--- config.mk ---
export PLATFORM = sky130hd
export DESIGN_NAME = stopwatch_core
export DESIGN_NICKNAME = d
export VERILOG_FILES = /design/src/rtl/stopwatch_pkg.sv /design/src/rtl/btn_edge_sync.sv /design/src/rtl/stopwatch_core.sv
export SDC_FILE = /design/constraint.sdc
export NUM_CORES = 1
export LEC_CHECK = 0
export ABC_AREA = 1
export CORE_ASPECT_RATIO = 1.5
export CORE_MARGIN = 3
export CORE_UTILIZATION = 38
export DETAILED_ROUTE_END_ITERATION = 10
export PLACE_DENSITY = 0.57
export SLEW_MARGIN = 20
export SYNTH_ARGS = -nofsm -noshare
export SYNTH_HDL_FRONTEND = slang
export SYNTH_HIERARCHICAL = 1
export SYNTH_SLANG_ARGS = --single-unit
--- constraint.sdc ---
create_clock -name clk -period 2.1 [get_ports clk]
set_input_delay 0.315 -clock clk [delete_from_list [all_inputs] [get_ports clk]]
set_output_delay 0.315 -clock clk [all_outputs]
set_load 0.05 [all_outputs]
--- src/rtl/stopwatch_pkg.sv ---
// stopwatch_pkg
// Field limits and widths for the hh:mm:ss.mmm stopwatch count. Imported by
// stopwatch_core and btn_edge_sync.
package stopwatch_pkg;

  localparam int MS_MAX  = 999;
  localparam int SEC_MAX = 59;
  localparam int MIN_MAX = 59;

  localparam int MS_W  = 10;
  localparam int SEC_W = 6;
  localparam int MIN_W = 6;

endpackage

--- src/rtl/btn_edge_sync.sv ---
// btn_edge_sync
// Brings an asynchronous button level into the clk domain through a 2-flop
// synchroniser and turns each rising edge into a one-cycle pulse.
// Ports:
//   clk      in   system clock
//   reset    in   asynchronous, active-low reset
//   i_btn    in   asynchronous button level
//   o_pulse  out  one-cycle pulse per rising edge of i_btn
module btn_edge_sync
  import stopwatch_pkg::*;
(
  input  logic clk,
  input  logic reset,
  input  logic i_btn,
  output logic o_pulse
);

  logic r_sync1;
  logic r_sync2;
  logic r_prev;

  // All flops clear on reset, so a button already held at release still
  // produces exactly one pulse.
  always_ff @(posedge clk or negedge reset) begin
    if (!reset) begin
      r_sync1 <= 1'b0;
      r_sync2 <= 1'b0;
      r_prev  <= 1'b0;
    end else begin
      r_sync1 <= i_btn;
      r_sync2 <= r_sync1;
      r_prev  <= r_sync2;
    end
  end

  assign o_pulse = r_sync2 & ~r_prev;

endmodule

--- src/rtl/stopwatch_core.sv ---
// stopwatch_core
// Stopwatch timebase and hh:mm:ss.mmm counter. Divides clk into 1 ms ticks,
// runs/stops on st_signal rising edges, optionally freezes the display at a
// split on lap_signal rising edges, and flags overflow past
// HOURS_MAX:59:59.999 (wrap or saturate, chosen by WRAP).
// Configuration macro: STOPWATCH_LAP_EN enables the lap/split logic; without
// it lap_signal is unused, lap_active is 0 and the display always follows.
// Parameters: CLK_DIV (clk cycles per ms, >= 2), HOURS_W, HOURS_MAX, WRAP.
// Ports:
//   clk          in   system clock
//   reset        in   asynchronous, active-low reset
//   st_signal    in   start/stop button (asynchronous)
//   lap_signal   in   lap button (asynchronous)
//   clr          in   synchronous clear (clk-synchronous level)
//   hours        out  displayed hours
//   minutes      out  displayed minutes 0..59
//   seconds      out  displayed seconds 0..59
//   milliseconds out  displayed milliseconds 0..999
//   running      out  count is advancing
//   lap_active   out  display frozen at a split
//   overflow     out  sticky overflow flag
module stopwatch_core
  import stopwatch_pkg::*;
#(
  parameter int CLK_DIV   = 50000,
  parameter int HOURS_W   = 4,
  parameter int HOURS_MAX = 15,
  parameter int WRAP      = 1
) (
  input  logic               clk,
  input  logic               reset,
  input  logic               st_signal,
  input  logic               lap_signal,
  input  logic               clr,
  output logic [HOURS_W-1:0] hours,
  output logic [MIN_W-1:0]   minutes,
  output logic [SEC_W-1:0]   seconds,
  output logic [MS_W-1:0]    milliseconds,
  output logic               running,
  output logic               lap_active,
  output logic               overflow
);

  localparam int PRESC_W = (CLK_DIV > 1) ? $clog2(CLK_DIV) : 1;
  localparam logic [PRESC_W-1:0] PRESC_LAST = PRESC_W'(CLK_DIV - 1);

  logic               r_running;
  logic               r_overflow;
  logic [PRESC_W-1:0] r_presc;

  logic [HOURS_W-1:0] r_liveHours;
  logic [MIN_W-1:0]   r_liveMin;
  logic [SEC_W-1:0]   r_liveSec;
  logic [MS_W-1:0]    r_liveMs;

  logic [HOURS_W-1:0] r_dispHours;
  logic [MIN_W-1:0]   r_dispMin;
  logic [SEC_W-1:0]   r_dispSec;
  logic [MS_W-1:0]    r_dispMs;

  logic [HOURS_W-1:0] w_nextHours;
  logic [MIN_W-1:0]   w_nextMin;
  logic [SEC_W-1:0]   w_nextSec;
  logic [MS_W-1:0]    w_nextMs;

  logic w_stPulse;
  logic w_prescWrap;
  logic w_tick;
  logic w_msWrap;
  logic w_secWrap;
  logic w_minWrap;
  logic w_atMax;
  logic w_stLocked;
  logic w_freezeHold;

  btn_edge_sync u_stSync (
    .clk     (clk),
    .reset   (reset),
    .i_btn   (st_signal),
    .o_pulse (w_stPulse)
  );

  assign w_prescWrap = (r_presc == PRESC_LAST);
  assign w_tick      = r_running && w_prescWrap;
  assign w_msWrap    = (r_liveMs  == MS_W'(MS_MAX));
  assign w_secWrap   = (r_liveSec == SEC_W'(SEC_MAX));
  assign w_minWrap   = (r_liveMin == MIN_W'(MIN_MAX));
  assign w_atMax     = (r_liveHours == HOURS_W'(HOURS_MAX)) && w_minWrap && w_secWrap && w_msWrap;
  // A saturated count stays stopped until clr releases it.
  assign w_stLocked  = (WRAP == 0) && r_overflow;

  // Ripple-carry increment of the live count; overflow at the top is
  // handled separately in the sequential block.
  always_comb begin
    w_nextMs    = r_liveMs + 1'b1;
    w_nextSec   = r_liveSec;
    w_nextMin   = r_liveMin;
    w_nextHours = r_liveHours;
    if (w_msWrap) begin
      w_nextMs  = '0;
      w_nextSec = r_liveSec + 1'b1;
      if (w_secWrap) begin
        w_nextSec = '0;
        w_nextMin = r_liveMin + 1'b1;
        if (w_minWrap) begin
          w_nextMin   = '0;
          w_nextHours = r_liveHours + 1'b1;
        end
      end
    end
  end

  // The prescaler only advances while running, so pausing keeps the partial
  // millisecond. Overflow handling outranks the start/stop toggle.
  always_ff @(posedge clk or negedge reset) begin
    if (!reset) begin
      r_running   <= 1'b0;
      r_overflow  <= 1'b0;
      r_presc     <= '0;
      r_liveHours <= '0;
      r_liveMin   <= '0;
      r_liveSec   <= '0;
      r_liveMs    <= '0;
    end else if (clr) begin
      r_overflow  <= 1'b0;
      r_presc     <= '0;
      r_liveHours <= '0;
      r_liveMin   <= '0;
      r_liveSec   <= '0;
      r_liveMs    <= '0;
      if (w_stPulse) begin
        r_running <= ~r_running;
      end
    end else begin
      if (r_running) begin
        r_presc <= w_prescWrap ? '0 : r_presc + 1'b1;
      end
      if (w_tick && w_atMax) begin
        r_overflow <= 1'b1;
        if (WRAP != 0) begin
          r_liveHours <= '0;
          r_liveMin   <= '0;
          r_liveSec   <= '0;
          r_liveMs    <= '0;
        end
      end else if (w_tick) begin
        r_liveHours <= w_nextHours;
        r_liveMin   <= w_nextMin;
        r_liveSec   <= w_nextSec;
        r_liveMs    <= w_nextMs;
      end
      if (w_tick && w_atMax && (WRAP == 0)) begin
        r_running <= 1'b0;
      end else if (w_stPulse && !w_stLocked) begin
        r_running <= ~r_running;
      end
    end
  end

`ifdef STOPWATCH_LAP_EN
  logic w_lapPulse;
  logic r_lapActive;

  btn_edge_sync u_lapSync (
    .clk     (clk),
    .reset   (reset),
    .i_btn   (lap_signal),
    .o_pulse (w_lapPulse)
  );

  // A pulse while frozen always releases; a pulse while unfrozen only
  // freezes if the count is running.
  always_ff @(posedge clk or negedge reset) begin
    if (!reset) begin
      r_lapActive <= 1'b0;
    end else if (clr) begin
      r_lapActive <= 1'b0;
    end else if (w_lapPulse) begin
      r_lapActive <= ~r_lapActive & r_running;
    end
  end

  // The display keeps loading the live count on the freezing edge itself,
  // which captures the pre-tick value, and only holds afterwards.
  assign w_freezeHold = r_lapActive && !w_lapPulse;
  assign lap_active   = r_lapActive;
`else
  logic w_unusedLap;

  assign w_unusedLap  = lap_signal;
  assign w_freezeHold = 1'b0;
  assign lap_active   = 1'b0;
`endif

  always_ff @(posedge clk or negedge reset) begin
    if (!reset) begin
      r_dispHours <= '0;
      r_dispMin   <= '0;
      r_dispSec   <= '0;
      r_dispMs    <= '0;
    end else if (clr) begin
      r_dispHours <= '0;
      r_dispMin   <= '0;
      r_dispSec   <= '0;
      r_dispMs    <= '0;
    end else if (!w_freezeHold) begin
      r_dispHours <= r_liveHours;
      r_dispMin   <= r_liveMin;
      r_dispSec   <= r_liveSec;
      r_dispMs    <= r_liveMs;
    end
  end

  assign hours        = r_dispHours;
  assign minutes      = r_dispMin;
  assign seconds      = r_dispSec;
  assign milliseconds = r_dispMs;
  assign running      = r_running;
  assign overflow     = r_overflow;

endmodule

Yosys cells after proc, flatten, opt, wreduce, memory -nomap -nowiden
Index checks and enable logic that the tools add are counted.
Storage, ports and cells
  bits in registers: 73
  word-level logic and storage cells: 71
  input port bits: 5
Operators by class
  reductions and logical operators: 14
  muxes and demuxes: 30
  bitwise operators: 3
  add/subtract/negate cells: 5
  eq/ne operators: 5
Operators with widths (count)
  2-to-1 mux 6 bit: 13
  2-to-1 mux 10 bit: 5
  2-to-1 mux 16 bit: 3
  2-to-1 mux 4 bit: 7
  adder 16 x 1 -> 16 bit, second input constant: 1
  == test 16 bit, second input constant: 1
  adder 6 x 1 -> 6 bit, second input constant: 2
  == test 6 bit, second input constant: 2
  nonzero test 3 bit: 4
  adder 10 x 1 -> 10 bit, second input constant: 1
  == test 10 bit, second input constant: 1
  logical AND 1 bit: 5
  adder 4 x 1 -> 4 bit, second input constant: 1
  == test 4 bit, second input constant: 1
  AND reduction 4 bit: 1
  nonzero test 2 bit: 2
  AND reduction 3 bit: 1
  2-to-1 mux 1 bit: 2
  inverter 1 bit: 2
  AND reduction 2 bit: 1
  AND 1 bit: 1

Longest topological paths before layout
Gate-level depths: netlist of run 1.
  depth in word-level cells: 7
  depth in mapped cells: 11

Modules after synthesis
Netlist of run 1, hierarchy kept.
By module, submodules not included
  stopwatch_core: cells each 424, times used 1, area an instance 3423.3 µm², sequential area each 1751.7 µm²
  btn_edge_sync: cells each 5, times used 1, area an instance 85.1 µm², sequential area each 75.1 µm²

Worst setup path before layout of run 1
No wires, ideal clock.
  kind: register to register
  start point: register r_running (netlist: running)
  end point: register r_presc[10]
  required time: 1.981 ns
  path buffers: 1
  cell stages (with the launch flop): 9
  data arrival time: 1.614 ns
  path slack: 0.367 ns
  library setup time: 0.119 ns
  path through: dfrtp_1 buf_2 nor2_4 nor2_1 nand3_1 nor2_2 nand3_1 nand2_1 nor2_1
On the way
  longest elaborated chain between the ends: 1
Ends and longest elaborated chain
  from (decl): line stopwatch_core.sv:47  | logic r_running;
  from (signal assigned): line stopwatch_core.sv:132  | r_running <= ~r_running;
  from (signal assigned): line stopwatch_core.sv:155  | r_running <= ~r_running;
  nonzero test 2 bit (no source line)
  to (signal assigned): line stopwatch_core.sv:136  | r_presc <= w_prescWrap ? '0 : r_presc + 1'b1;
  to (decl): line stopwatch_core.sv:49  | logic [PRESC_W-1:0] r_presc;
No other way between the ends.
A chain may end at the register's enable or synchronous reset.

Final worst setup path of run 1
  start point: register r_presc[0]
  end point: register r_liveMs[6]
On the way
  longest elaborated chain between the ends: 5
Ends and longest elaborated chain
  == test 16 bit *: line stopwatch_core.sv:83  | assign w_prescWrap = (r_presc == PRESC_LAST);
  logical AND 1 bit *: line stopwatch_core.sv:84  | assign w_tick = r_running && w_prescWrap;
  logical AND 1 bit
  2-to-1 mux 10 bit: line stopwatch_core.sv:138  | if (w_tick && w_atMax) begin
  2-to-1 mux 10 bit: line stopwatch_core.sv:124  | end else if (clr) begin
  to (signal assigned): line stopwatch_core.sv:150  | r_liveMs <= w_nextMs;
  to (decl): line stopwatch_core.sv:54  | logic [MS_W-1:0] r_liveMs;
Every way passes the cells marked *; elsewhere a longest branch is shown, timed or not.

==> metrics, run 1 <==
Worst Hold Class in2async; # IOs 34; period utilization 0.853; R2R Setup Slk between 300 and 400 ps; Synth Area per Inst ~8 um2; Primary FF master, synth dfrtp_1; core area approximately 8900 um2; DP Area between 3000 and 4000 um2; vias approximately 2800; CTS Root Cell clkbuf_16; leakage 1.88 nW; Rel. slew slack 0.662; RSZ-0062 raised after global routing no; top cell type's share of synthesized area 0.521; row count 42; final worst setup slack around 310 ps; critical path class reg2reg; htree depth 3; Yosys warning count 6; number of flops mapped to enable cells by yosys 0; layout cells sized above 1 0.0936; Area Overhead vs Synth 20.4%; grt ovf 0; post-CTS setup buffers 0; Final nets ~480; initial core utilization 0.393; max-slew violations 0; Post-CTS Resized 0; post-route minimum period 1790 ps; Synth Register Bits between 70 and 80; first-pass GRT wire length approximately 12000 um; final instance area roughly 4200 um2; post-route ant nets 0; register area share after synthesis 0.521; total CTS buffers 9; startpoint types flip-flop; area leader, netlist dfrtp_1; vias in the first global route between 2000 and 3000; Final Util 0.473; CTS hold repair buffers 0; Least-Margin Pin Slew 505 ps; die width between 80 and 90 um; GRT Resource Usage Total 0.149; # DRC 0; FMAX approximately 560 MHz; Cell Area, Synth roughly 3500 um2; Syn Nets 439; Post-Synthesis Cells 429; number of I/O port buffers 31; status finished, final reports clean; initial antenna violation count 0; DP HPWL 5020 um; Fin Clk Skew between 7 and 8 ps; Max Cap Viol 0; CTS clock-pin slew for the worst setup and hold paths approximately 60 ps; CP required approximately 2400 ps; clock buffer depth 2; Async S/R FF share, synth 1.00; Total Routed Length 7000 um; vias per cell a little under 5; synth top area cells dfrtp_1 (52%), nand2_1 (8.5%), nor2_1 (8.5%); Synth cell types 34; most instantiated cells after synthesis nand2_1 (79), nor2_1 (79), dfrtp_1 (73); Max VDD drop about 0.00045 V; CP Capture Type flip-flop; gpl congestion between 0.8 and 0.9; Clock Latency Late Sink 330 ps; Fillers 916; DR pass1 iterations 4; dpl ws about 110 ps; CTS tree built; # setup viols final 0; die span in y roughly 120 um; 1st-iter DRT viols ~100; Setup TNS 0 ps; WL/cell 12.1 um; Antenna diodes 0; Power Dens Cells 822 nW/um2; clock sinks 73; Die ar. 10400 um2; Critical Path AT approximately 2000 ps; Final Hold Viols 0; largest net degree at the start of global routing 74; worst-path fanout max 14
[final cells by class]
class	instances	area [um2]	area share
sequential	73	1830	0.432
multi-input combinational	289	1410	0.334
timing repair buffer	36	353	0.0835
clock buffer	10	229	0.0542
inverter	56	210	0.0498
tap	110	138	0.0326
clock inverter	6	58.8	0.0139
[stage by stage]
step	hold slack, ps	cells	power (W)
after detailed placement	343	564	0.00203
after global routing	45.9	580	0.00365
after floorplan	19.4	429	0.00188
after global placement	343	564	0.00202
after CTS	17.1	580	0.00353
final	7.66	580	0.00347
[state kept, by name (all words and copies together) (netlist names)]
| name | count |
|---|---|
| r_presc | 16 |
| milliseconds | 10 |
| r_liveMs | 10 |
| minutes | 6 |
| r_liveMin | 6 |
| r_liveSec | 6 |
| seconds | 6 |
| hours | 4 |
| r_liveHours | 4 |
| overflow | 1 |
| running | 1 |
| u_stSync/r_prev | 1 |
| u_stSync/r_sync1 | 1 |
| u_stSync/r_sync2 | 1 |
[path summary, 6_finish.rpt]
path / startpoint / end / cells after the start
worst max-delay path: r_presc[0] / r_liveMs[6] / 10
min in group clk: u_stSync/r_sync1 / u_stSync/r_sync2 / 0
worst max register to register: r_presc[0] / r_liveMs[6] / 10
worst min register to register: u_stSync/r_sync1 / u_stSync/r_sync2 / 0
max in group asynchronous: reset / r_liveMs[1] / 2
worst min-delay path: reset / minutes[3] / 2
[logic make-up after synthesis]
| logic type | share of synthesized area |
|---|---|
| simple gates | 0.283 |
| other cells | 0.00107 |
| compound gates | 0.0742 |
| xor+xnor | 0.0250 |
| buf+inv | 0.0785 |
| fa+ha+maj | 0.0178 |
| flops | 0.521 |
[layer usage]
| metal | up-vias | wire (um) | part of all wire | GRT usage |
|---|---|---|---|---|
| met2 | 49 | 3690 | 0.53 | 0.260 |
| met5 | - | 0 | 0 | 0 |
| li1 | 1442 | - | - | - |
| met4 | 0 | 131 | 0.019 | 0.0723 |
| met1 | 1332 | 2900 | 0.41 | 0.170 |
| met3 | 10 | 274 | 0.039 | 0.0410 |
[worst max-delay path: stages, from the launching register on]
cell and delay (ps):
dfrtp_1 380, ha_1 200, nand3_1 180, nor2_2 180
nand3_2 140, nand2_4 200, buf_4 200, nand2_1 60
nand2_1 50, inv_1 40, nor2_2 80
[report_power, final]
part	switching, W	leakage (nW)	internal, W	total (W)
registers	0.0000913	0.999	0.00148	0.00157
clock network	0.000565	0.146	0.000912	0.00148
logic	0.000288	0.735	0.000135	0.000423
total	0.000944	1.88	0.00253	0.00347
[cells in the final DEF (no fill, tap or decap), drive strengths merged]
cell / count
nor2: 86
nand2: 82
dfrtp: 73
inv: 55
nand3: 34
clkdlybuf4s50: 29
o21ai: 29
a21oi: 14
nand4: 10
clkbuf: 10
nor3: 9
xor2: 8
buf: 7
clkinv: 6
ha: 5
o22ai: 3
nor4: 2
xnor2: 2
nor3b: 1
a211oi: 1
and3: 1
nand3b: 1
conb: 1
bufinv: 1
Power figures use the tool's default switching activity.
==> inputs of run 2 (changes only) <==
Settings changed: DONT_BUFFER_PORTS set to 1, PLACE_DENSITY 0.57 to 0.52, REMOVE_ABC_BUFFERS set to 1, TNS_END_PERCENT set to 5.
==> run 2 against run 1 <==
Compared with the run above:
- worst setup slack worse by 31 ps
- sequential power grew 4%
- cell count down 5.5%
- largest cell class unchanged
- highest routed layer unchanged
==> metrics, run 2 (synthesized netlist as in run 1, its figures left out) <==
Reg power frac 0.456 (was 0.453); DP HPWL 5280 um (was 5020 um); M1 GR Usage 0.173 (was 0.170); CTS clock-pin slew for the worst setup and hold paths 60 ps (about the same); CP Capture Type flip-flop (unchanged); WL/cell 13.8 um (was 12.1 um); most flop-heavy register r_presc (unchanged); Total Routed Length 7550 um (was 7000 um); GRT met3 Usage 0.0397 (was 0.0410); Critical Path AT 2090 ps (was 2060 ps); vias 2733 (was 2833); GRT Resource Usage Total 0.158 (was 0.149); die width 84.5 um (unchanged); commonest cells after routing, fill and taps aside nor2_1 (79), nand2_1 (78), dfrtp_1 (73) (unchanged); # placed instances 530 (was 564); # setup viols final 0 (unchanged); clock buffer depth 2 (unchanged); Clock Latency Late Sink 330 ps (about the same); # DRC 0 (unchanged); grt ovf 0 (unchanged); # IOs 34 (unchanged); critical path class reg2reg (unchanged); status finished, final reports clean (unchanged); Antenna diodes 0 (unchanged); Power Dens Cells 901 nW/um2 (was 822 nW/um2); leakage 1.78 nW (was 1.88 nW); Max Cap Viol 0 (unchanged); CTS tree built (unchanged); post-route minimum period 1820 ps (was 1790 ps); row count 42 (unchanged); CP required 2370 ps (about the same); Int Pwr 0.00262 W (was 0.00253 W); Final nets 444 (was 475); Final Non-Filler Cells 548 (was 580); met2 Resource Use GR 0.288 (was 0.260); post-CTS setup buffers 0 (unchanged); RSZ-0062 raised after global routing no (unchanged); post-route ant nets 0 (unchanged); NetSw 0.000948 W (was 0.000944 W); clock sinks 73 (unchanged); FMAX 549 MHz (was 558 MHz); die span in y 124 um (unchanged); commonest non-fill, non-tap cell in the layout nor2_1 (unchanged); largest net degree at the start of global routing 74 (unchanged); sw frac 0.266 (was 0.272); Area Overhead vs Synth 12.7% (was 20.4%); max-slew violations 0 (unchanged); total CTS buffers 9 (unchanged); vias in the first global route 2838 (was 2763); Final Hold Viols 0 (unchanged); Worst Hold Class in2reg (was in2async); DR pass1 iterations 4 (unchanged); most used routing layer met2 (unchanged); combinational cell fraction of total power 0.094 (was 0.122); initial core utilization 0.393 (unchanged); Largest register FFs 16 (unchanged); period utilization 0.868 (was 0.853); Die ar. 10400 um2 (unchanged); number of I/O port buffers 0 (was 31); gpl congestion 0.817 (was 0.866); worst-path fanout max 12 (was 14); Max VDD drop 0.000462 V (was 0.000447 V); first-pass GRT wire length 13000 um (was 12300 um); 1st-iter DRT viols 131 (was 102); Setup TNS 0 ps (unchanged); layout cells sized above 1 0.0913 (was 0.0936); core area 8930 um2 (unchanged); startpoint types flip-flop (unchanged); initial antenna violation count 0 (unchanged); htree depth 3 (unchanged); vias per cell 4.99 (was 4.88); CTS Root Cell clkbuf_16 (unchanged); Fin Clk Skew 5.32 ps (was 7.25 ps); clock group share of total power 0.450 (was 0.425)
==> run 2: cell count changes in the layout (fill, tap and decap cells not counted), sizes merged <==
| cell | before | now |
|---|---|---|
| clkbuf | 10 | 9 |
| dlygate4sd3 | 0 | 2 |
| buf | 7 | 3 |
| clkdlybuf4s50 | 29 | 0 |
| clkinv | 6 | 5 |
| bufinv | 1 | 2 |
==> run 2: metal layers <==
metal | routed length (um) | vias up | part of all wire
met5 | 0 | - | 0
met4 | 152 | 0 | 0.020
met3 | 293 | 11 | 0.039
met2 | 3900 | 55 | 0.52
met1 | 3210 | 1300 | 0.42
li1 | - | 1367 | -
==> run 2: power by group through the flow <==
stage / sequential [W] / combinational (W) / clock, W
2_1_floorplan: 0.00167 / 0.000190 / 0
3_3_place_gp: 0.00165 / 0.000303 / 0
3_5_place_dp: 0.00165 / 0.000303 / 0
4_1_cts: 0.00163 / 0.000343 / 0.00164
5_1_grt: 0.00164 / 0.000384 / 0.00170
6_report: 0.00163 / 0.000335 / 0.00160
==> run 2: area by class of cell <==
cell class              count  area (um2)
fillers                   922        4980
clock inverters             6        83.8
multi-input cells         289        1410
clock buffers               9         225
flip-flops and latches     73        1830
repair buffers              5        62.6
well taps                 110         138
inverters                  56         210
==> run 2: path summary, 6_finish.rpt <==
check                                      start          endpoint  slack [ps]  depth (start not counted)
worst min register to register  u_stSync/r_sync1  u_stSync/r_sync2         350                          0
worst min-delay path                         clr        minutes[2]          40                          1
worst max-delay path                  r_presc[0]       r_liveMs[6]         280                         10
max in group asynchronous                  reset        r_presc[6]        1230                          2
worst max register to register        r_presc[0]       r_liveMs[6]         280                         10
min in group asynchronous                  reset   milliseconds[2]         520                          2
==> run 2: repair_timing <==
action,4_1_cts,5_1_grt
hold endpoints to repair,74,0
hold buffers,3,0
resized for setup,0,1
setup endpoints to repair,0,6
==> run 2: critical path: stages, from the launching register on <==
cell and delay [ps]:
dfrtp_1 380, ha_1 210, nand3_1 180, nor2_2 190, nand3_2 150, nand2_4 180
buf_4 210, nand2_1 70, nand2_1 60, inv_1 40, nor2_2 80
==> run 2: metrics by stage <==
stage	hold slack (ps)	util	cell area (um2)	power (W)	setup WS [ps]
final	41.0	0.443	3960	0.00356	277
after global routing	27.6	0.443	3960	0.00372	82.2
after CTS	28.8	0.442	3950	0.00361	149
after detailed placement	22.5	0.403	3600	0.00196	159
after global placement	22.6	0.403	3600	0.00195	242
after floorplan	19.4	-	3440	0.00186	383
==> inputs of run 3 (changes only) <==
Settings changed: CORE_MARGIN 3 to 4, CTS_CLUSTER_SIZE set to 40.
Clock period 2.1 ns to 1.9 ns, I/O delays scaled along.
==> run 3 against run 2 <==
Compared with the run above:
- the flow now finishes with violations (hold timing)
- sequential share of layout area decreased by 0.23 points
- hold slack got worse by 400 ps
- register-to-register slack got worse by 60 ps
- routed wire length increased by 2.3%
- worst setup slack got worse by 56 ps
- global-route usage decreased by 0.59 points
- critical path depth unchanged
- via count increased by 0.99%
- clock-buffer cell count increased by 6
- largest cell class unchanged
==> metrics, run 3 (synthesized netlist as in run 1, its figures left out) <==
# IOs 34 (unchanged); first-pass GRT wire length 13000 um (unchanged); RR Startpoint r_liveMin[1] (was r_presc[0]); largest net degree at the start of global routing 74 (unchanged); Power Dens Cells 953 nW/um2 (was 901 nW/um2); htree depth 3 (unchanged); RSZ-0062 raised after global routing no (unchanged); period utilization 0.883 (was 0.868); Critical Path AT 1900 ps (was 2090 ps); CP Launch Point r_liveMin[1] (was r_presc[0]); die span in y 126 um (was 124 um); initial antenna violation count 0 (unchanged); # DRC 0 (unchanged); post-route ant nets 0 (unchanged); leakage 1.79 nW (was 1.78 nW); max-slew violations 0 (unchanged); clock sinks 73 (unchanged); CTS Root Cell clkbuf_16 (unchanged); vias in the first global route 2779 (was 2838); critical path cell sequence ha_1, nand2_1, nor2_1, nand2_1, nor2_1, nand2_1, nor2_1, nor2_1, nand3_1, nand2_1 (was ha_1, nand3_1, nor2_2, nand3_2, nand2_4, buf_4, nand2_1, nand2_1, inv_1, nor2_2); Final nets 449 (was 444); most flop-heavy register r_presc (unchanged); # setup viols final 0 (unchanged); grt ovf 0 (unchanged); number of I/O port buffers 0 (unchanged); startpoint types flip-flop (unchanged); Final Hold Viols 73 (was 0); GRT Resource Usage Total 0.153 (was 0.158); vias 2760 (was 2733); initial core utilization 0.393 (unchanged); CP max stage delay 420 ps (was 380 ps); commonest non-fill, non-tap cell in the layout nor2_1 (unchanged); CP required 2120 ps (was 2370 ps); core area 8930 um2 (unchanged); Setup TNS 0 ps (unchanged); CP Capture Type flip-flop (unchanged); 1st-iter DRT viols 132 (was 131); status finished with violations (was finished, final reports clean); Largest register FFs 16 (unchanged); CTS hold repair buffers 3 (unchanged); FMAX 596 MHz (was 549 MHz); post-route minimum period 1680 ps (was 1820 ps); WL/cell 13.9 um (was 13.8 um); Total Routed Length 7730 um (was 7550 um); failing checks hold timing; layout cells sized above 1 0.101 (was 0.0913); Clock Latency Late Sink 330 ps (about the same); clock buffer depth 2 (unchanged); DP HPWL 5460 um (was 5280 um); total CTS buffers 9 (unchanged); commonest cells after routing, fill and taps aside nor2_1 (79), nand2_1 (78), dfrtp_1 (73) (unchanged); critical path class reg2reg (unchanged); vias per cell 4.98 (was 4.99); Max VDD drop 0.000447 V (was 0.000462 V); Final Non-Filler Cells 554 (was 548); die width 86.5 um (was 84.5 um); Fin Clk Skew 4.90 ps (was 5.32 ps); post-CTS setup buffers 0 (unchanged); CTS tree built (unchanged); Area Overhead vs Synth 13.3% (was 12.7%); Worst Hold Class in2async (was in2reg); worst-path fanout max 5 (was 12); Max Cap Viol 0 (unchanged); CTS clock-pin slew for the worst setup and hold paths 50 ps (was 60 ps); Die ar. 10900 um2 (was 10400 um2); DR pass1 iterations 5 (was 4); # placed instances 535 (was 530); gpl congestion 0.810 (was 0.817); Antenna diodes 0 (unchanged); slowest cell on the critical path dfrtp_1 (unchanged); row count 42 (unchanged); Hold Worst Slack -356 ps (was 41.0 ps)
-- run 3: cell types whose count changed in the layout (fill, tap and decap cells not counted), sizes merged --
cell and delta:
clkinv -4, clkbuf +6, dlygate4sd3 +1, clkinvlp +1
buf +4, bufinv -2
-- run 3: layout make-up --
type | instances | area (um2)
fillers | 908 | 4960
repair buffers | 10 | 82.6
well taps | 110 | 138
clock inverters | 1 | 7.51
clock buffers | 15 | 288
multi-input cells | 289 | 1420
inverters | 56 | 210
flip-flops and latches | 73 | 1830
-- run 3: power breakdown --
part	switching (W)	internal [W]	total [W]
Sequential	0.000147	0.00164	0.00179
Combinational	0.000240	0.000128	0.000368
Clock	0.000608	0.00103	0.00164
Total	0.000995	0.00279	0.00379
-- run 3: metrics by stage --
step | area, um2 | hold slack, ps | power, W | util | setup slack (ps)
finish | 3980 | -356 | 0.00379 | 0.445 | 222
floorplan | 3440 | -10.6 | 0.00205 | - | 183
detailed placement | 3630 | -6.84 | 0.00218 | 0.407 | 44.0
global placement | 3630 | -7.04 | 0.00217 | 0.407 | 85.0
CTS | 3960 | -367 | 0.00385 | 0.443 | 20.5
global route | 3980 | -374 | 0.00398 | 0.445 | 15.2
-- run 3: critical path, delay by kind of cell (launching register included) --
| family | cells | cell delay (ps) |
|---|---|---|
| AND/OR/NAND/NOR | 9 | 890 |
| adder cells (fa/ha/maj) | 1 | 260 |
| flip-flops | 1 | 420 |
-- run 3: repair_timing --
| action | 4_1_cts | 5_1_grt |
|---|---|---|
| endpoints found under the hold margin | 76 | 73 |
| endpoints found under the setup margin | 0 | 8 |
| gates resized for setup | 0 | 4 |
-- run 3: layer usage --
layer	vias to the layer above	track usage	wire (um)
met5	-	0	0
met4	0	0.0706	159
met3	12	0.0340	249
met2	46	0.273	4200
met1	1318	0.168	3120
li1	1384	-	-
-- run 3: final timing paths --
check / endpoint / slack (ps) / cells past startpoint
worst max-delay path: r_liveSec[1] / 220 / 10
worst min-delay path: milliseconds[9] / -360 / 0
worst max register to register: r_liveSec[1] / 220 / 10
worst min register to register: u_stSync/r_sync2 / 350 / 0
max in group asynchronous: r_liveMin[3] / 2140 / 0
min in group clk: minutes[4] / 20 / 1
